`config.mk`:
```
export PLATFORM = sky130hd
export DESIGN_NAME = instr_loader
export DESIGN_NICKNAME = d
export VERILOG_FILES = /design/src/rtl/instr_loader_pkg.sv /design/src/rtl/instr_loader.sv
export SDC_FILE = /design/constraint.sdc
export NUM_CORES = 1
export LEC_CHECK = 0
export ABC_CLOCK_PERIOD_IN_PS = 2800
export BUFFER_PORTS_ARGS = -buffer_cell sky130_fd_sc_hd__buf_2
export CORE_AREA = 5 5 132 122
export DETAILED_ROUTE_END_ITERATION = 6
export DIE_AREA = 0 0 137 127
export PLACE_DENSITY = 0.87
export SYNTH_ARGS = -nofsm -noshare
export SYNTH_HDL_FRONTEND = slang
export SYNTH_SLANG_ARGS = --single-unit
```
`constraint.sdc`:
```
create_clock -name clk -period 2.8 [get_ports clk]
set_clock_uncertainty 0.1 [all_clocks]
set_input_delay 0.28 -clock clk [delete_from_list [all_inputs] [get_ports clk]]
set_output_delay 0.28 -clock clk [all_outputs]
set_load 0.02 [all_outputs]
```
`src/rtl/instr_loader_pkg.sv`:
```
// Shared definitions for the instruction loader: FSM states, framing constants
// and the 120-bit instruction word field layout. INSTR_LOADER_CHECKSUM_EN adds CHK.
package instr_loader_pkg;

    localparam logic [7:0] CMD_WRITE  = 8'h01;
    localparam int         WORD_BYTES = 15;
    localparam int         WORD_W     = 8 * WORD_BYTES;

    localparam int FLG_MSB  = 119;
    localparam int FLG_LSB  = 56;
    localparam int OP_MSB   = 55;
    localparam int OP_LSB   = 52;
    localparam int DATA_MSB = 51;
    localparam int DATA_LSB = 32;
    localparam int TIME_MSB = 31;
    localparam int TIME_LSB = 0;

    typedef enum logic [2:0] {
        S_IDLE,
        S_ADDR_LO,
        S_ADDR_HI,
        S_CNT_LO,
        S_CNT_HI,
        S_DATA,
        S_WRITE
`ifdef INSTR_LOADER_CHECKSUM_EN
        , S_CHK
`endif
    } state_t;

endpackage

```
`src/rtl/instr_loader.sv`:
```
// Host byte-stream loader writing 120-bit instruction words into instruction memory.
// Define INSTR_LOADER_CHECKSUM_EN to require a per-word XOR checksum byte.
module instr_loader
    import instr_loader_pkg::*;
#(
    parameter int ADDR_SIZE = 15
) (
    input  logic                 clk,
    input  logic                 reset,
    input  logic                 run,
    input  logic [7:0]           byte_in,
    input  logic                 byte_valid,
    output logic                 byte_ready,
    output logic                 mem_we,
    output logic [ADDR_SIZE-1:0] mem_waddr,
    output logic [WORD_W-1:0]    mem_wdata,
    output logic                 busy,
    output logic                 done,
    output logic                 err
);

    state_t               state;
    logic [7:0]           lo_byte;
    logic [15:0]          cnt;
    logic [ADDR_SIZE-1:0] addr;
    logic [WORD_W-1:0]    word;
    logic [3:0]           idx;
    logic                 accept;
`ifdef INSTR_LOADER_CHECKSUM_EN
    logic [7:0]           csum;
`endif

    assign byte_ready = (state != S_WRITE);
    assign busy       = (state != S_IDLE);
    assign accept     = byte_valid && byte_ready;
    assign mem_waddr  = addr;
    assign mem_wdata  = word;

    always_ff @(posedge clk or negedge reset) begin
        if (!reset) begin
            state   <= S_IDLE;
            lo_byte <= '0;
            cnt     <= '0;
            addr    <= '0;
            word    <= '0;
            idx     <= '0;
            mem_we  <= 1'b0;
            done    <= 1'b0;
            err     <= 1'b0;
`ifdef INSTR_LOADER_CHECKSUM_EN
            csum    <= '0;
`endif
        end else begin
            mem_we <= 1'b0;
            done   <= 1'b0;
            // A word already in WRITE is committed; any other busy state aborts on run.
            if (state != S_IDLE && state != S_WRITE && run) begin
                state <= S_IDLE;
                err   <= 1'b1;
            end else begin
                case (state)
                    S_IDLE: begin
                        if (accept) begin
                            if (byte_in == CMD_WRITE && !run) begin
                                err   <= 1'b0;
                                state <= S_ADDR_LO;
                            end else begin
                                err <= 1'b1;
                            end
                        end
                    end
                    S_ADDR_LO: begin
                        if (accept) begin
                            lo_byte <= byte_in;
                            state   <= S_ADDR_HI;
                        end
                    end
                    S_ADDR_HI: begin
                        if (accept) begin
                            addr  <= ADDR_SIZE'({byte_in, lo_byte});
                            state <= S_CNT_LO;
                        end
                    end
                    S_CNT_LO: begin
                        if (accept) begin
                            cnt[7:0] <= byte_in;
                            state    <= S_CNT_HI;
                        end
                    end
                    S_CNT_HI: begin
                        if (accept) begin
                            cnt[15:8] <= byte_in;
                            idx       <= '0;
`ifdef INSTR_LOADER_CHECKSUM_EN
                            csum      <= '0;
`endif
                            if ({byte_in, cnt[7:0]} == 16'd0) begin
                                done  <= 1'b1;
                                state <= S_IDLE;
                            end else begin
                                state <= S_DATA;
                            end
                        end
                    end
                    S_DATA: begin
                        if (accept) begin
                            word[{idx, 3'b000} +: 8] <= byte_in;
`ifdef INSTR_LOADER_CHECKSUM_EN
                            csum <= csum ^ byte_in;
`endif
                            if (idx == 4'(WORD_BYTES - 1)) begin
                                idx <= '0;
`ifdef INSTR_LOADER_CHECKSUM_EN
                                state <= S_CHK;
`else
                                state  <= S_WRITE;
                                mem_we <= 1'b1;
                                done   <= (cnt == 16'd1);
`endif
                            end else begin
                                idx <= idx + 4'd1;
                            end
                        end
                    end
`ifdef INSTR_LOADER_CHECKSUM_EN
                    S_CHK: begin
                        if (accept) begin
                            csum <= '0;
                            if (byte_in == csum) begin
                                state  <= S_WRITE;
                                mem_we <= 1'b1;
                                done   <= (cnt == 16'd1);
                            end else begin
                                err   <= 1'b1;
                                state <= S_DATA;
                            end
                        end
                    end
`endif
                    S_WRITE: begin
                        addr <= addr + ADDR_SIZE'(1);
                        cnt  <= cnt - 16'd1;
                        if (run) begin
                            err   <= 1'b1;
                            state <= S_IDLE;
                        end else if (cnt == 16'd1) begin
                            state <= S_IDLE;
                        end else begin
                            state <= S_DATA;
                        end
                    end
                    default: state <= S_IDLE;
                endcase
            end
        end
    end

endmodule

```
==> flow_summary.yaml <==
grt:
  grt_pass1_wl_um: 32300
  grt_pass1_vias: 5978
  grt_antenna_before_repair: 0
  grt_max_degree: 65
  grt_overflow_total: 0
  grt_usage_pct: 23.8
critical_path:
  crit_path_top_delay_cell: "and3b_1"
  path_buf_inv: 4
  critical-path-top-delay-family: "buffers and inverters"
  critPathMaxStageDelay_ns: 0.50
  start_kind: "flip-flop"
  crit_type: "flip-flop to output port"
  crit_chain: "buf_4 -> and3b_1 -> inv_1 -> buf_4 -> buf_2"
  worstPathRequired_ns: 2.42
  worstPathArrival_ns: 2.03
  worst_path_most_repeated_cell: "buf_4"
  cp_max_fo: 16
  endpoint_kind: "output port"
final_layout:
  layout_commonest_cell: "dfrtp_1"
  multi_input_area_sq_mm: 0.00338
  antenna_cells: 0
  nFillCells: 1072
  layout_common_cells: "169 x dfrtp_1, 150 x buf_2, 122 x mux2_2"
  areaGrowthSynthToFinish_pct: 21.0
  layout-drive-gt1-share_pct: 42.3
  num-nets-final: 841
  register_area_sq_mm: 0.00423
  final_cells: 1031
clock_network:
  cts_buffer_depth: 2
  cts_hold_buffers: 1
  clock_latency_ns: 0.43
  postCtsSetupBuffers: 0
  cts_tree: "yes"
  cts_sinks: 169
  cts_resized: 0
  cts_buffers: 17
  clk_pin_slew_ns: 0.06
  cts_max_level: 4
  root_buffer: "clkbuf_16"
synthesis:
  synthesis.nets: 683
  synth_cell_type_count: 69
  synth_edf_count: 0
  synth_area_sq_mm: 0.00784
  synth-seq-area-share_pct: 54.0
  async_flop_share_pct: 100
  yosysWarnings: 0
  syn_inst: 662
  synth_ff_type: "dfrtp_1"
  yosys_register_bits: 169
  syn_avg_cell_area_sq_um: 11.8
timing:
  tns_ns: 0
  final_max_slew_viol_count: 0
  rsz0062_at_grt: "false"
  tightest_slew_ns: 0.630
  hold_viol_final: 0
  max_freq_ghz: 0.415
  finalCriticalPeriod_ns: 2.41
  setup_viol: 0
  fin_crit_sh_pct: 86.1
  slew_headroom_pct: 57.9
route:
  finalWirelength_um: 20000
  drc_errors: 0
  postRouteAntennaNets: 0
  viasPerCell: 5.71
  first_pass_iters: 5
  wl_per_cell_um: 19.4
  vias: 5890
  drt_iter0_drc: 582
power_and_ir_drop:
  vdd_drop_max_v: 0.000453
  power.leakage_nw: 4.91
  powerDensity_mw_per_mm2: 653
placement:
  dp.cells: 998
  io_buffers: 151
  gp_congestion: 0.854
  dp_hpwl_um: 13700
run_status:
  outcome: "completed"
die:
  fp.coreArea_sq_mm: 0.0145
  rows: 42
  pin_count: 152
  die_x_um: 137
  initial_core_util_pct: 54.2
  dieArea_sq_mm: 0.0174
  die_h_um: 127
job:
  drv_cap: 0
hold_path:
  hold_path.class: "primary input to flip-flop"
==> area by class of cell <==
cell class | count | area share, %
flip-flops and latches | 169 | 44.6
multi-input cells | 435 | 35.6
well taps | 198 | 2.61
inverters | 22 | 0.871
clock buffers | 22 | 5.10
clock inverters | 10 | 1.13
repair buffers | 175 | 10.1
==> state kept, by name (all words and copies together) (netlist names) <==
name,count
mem_wdata,120
cnt,16
mem_waddr,15
lo_byte,8
idx,4
state,3
done,1
err,1
mem_we,1
==> layer usage <==
metal | part of all wire [%] | wire, um | vias to the layer above | global-route usage, %
met3 | 7.9 | 1580 | 21 | 6.96
met4 | 1.1 | 216 | 0 | 6.87
li1 | - | - | 2690 | -
met5 | 0 | 0 | - | 0
met1 | 43 | 8570 | 2953 | 32.7
met2 | 48 | 9600 | 226 | 37.2
==> synthesized netlist by cell type (3+ instances only) <==
cell type | n | share of area [%]
dfrtp_1 | 169 | 54
clkbuf_1 | 24 | 1.1
mux2_2 | 122 | 18
nand4_1 | 6 | 0.48
nor3_4 | 3 | 0.62
nand2_1 | 43 | 2.1
and2_1 | 16 | 1.3
nor4b_1 | 3 | 0.34
nor3_1 | 10 | 0.64
buf_2 | 9 | 0.57
mux2i_1 | 9 | 1.1
nand3b_1 | 3 | 0.29
ha_1 | 9 | 1.4
nor4_1 | 3 | 0.24
nand3_1 | 15 | 0.96
a21oi_1 | 28 | 1.8
o21a_1 | 3 | 0.29
a311oi_1 | 5 | 0.56
inv_1 | 21 | 1.0
and3_1 | 17 | 1.4
nor2b_1 | 4 | 0.32
o21ai_0 | 30 | 1.9
a31oi_1 | 5 | 0.40
o22ai_1 | 3 | 0.24
nor2_1 | 36 | 1.7
or4_1 | 3 | 0.29
a22oi_1 | 3 | 0.29
==> through the flow <==
step / instance area, sq um / utilization, % / power (mW) / worst slack, ns / hold WS (ns)
after global placement: 8880 / 61.5 / 3.85 / 0.491 / 0.210
after CTS: 9490 / 65.6 / 6.23 / 0.375 / 0.0615
after detailed placement: 8880 / 61.5 / 3.90 / 0.427 / 0.210
after global routing: 9490 / 65.6 / 6.47 / 0.259 / 0.0743
final: 9490 / 65.6 / 6.19 / 0.388 / 0.0759
after floorplan: 7840 / - / 3.52 / 0.472 / -0.116
==> worst register-to-register path, delay by kind of cell (launching register included) <==
kind                      cells  cell delay, ns
xor gates and xnor gates      1            0.37
and+or+nand+nor               3            0.85
DFF                           1            0.55
muxes                         1            0.40
==> final timing paths <==
path | slack, ns | to | startpoint | cells past startpoint
setup / recovery | 0.39 | byte_ready | state[0]$_DFFE_PN0P_ | 5
hold reg to reg | 0.40 | mem_wdata[113]$_DFFE_PN0P_ | mem_wdata[113]$_DFFE_PN0P_ | 1
hold / removal | 0.08 | state[1]$_DFFE_PN0P_ | run | 2
min in group asynchronous | 0.31 | mem_wdata[11]$_DFFE_PN0P_ | reset | 2
setup reg to reg | 0.40 | mem_wdata[105]$_DFFE_PN0P_ | idx[2]$_DFFE_PN0P_ | 5
max in group asynchronous | 1.48 | mem_wdata[83]$_DFFE_PN0P_ | reset | 3
==> cell families after synthesis <==
kind of cell | synth area share [%]
fa+ha+maj | 1.44
flops | 54.0
compound gates | 8.24
simple gates | 14.0
mux | 18.7
xor+xnor | 0.655
buf+inv | 3.06
==> power breakdown <==
| group | leakage (nW) | switching (mW) | total (mW) | internal [mW] |
|---|---|---|---|---|
| logic | 2.37 | 0.581 | 0.947 | 0.366 |
| clock network | 0.281 | 0.991 | 2.33 | 1.34 |
| registers | 2.26 | 0.250 | 2.92 | 2.67 |
| total | 4.91 | 1.82 | 6.19 | 4.37 |
(Power assumes the default switching activity.)
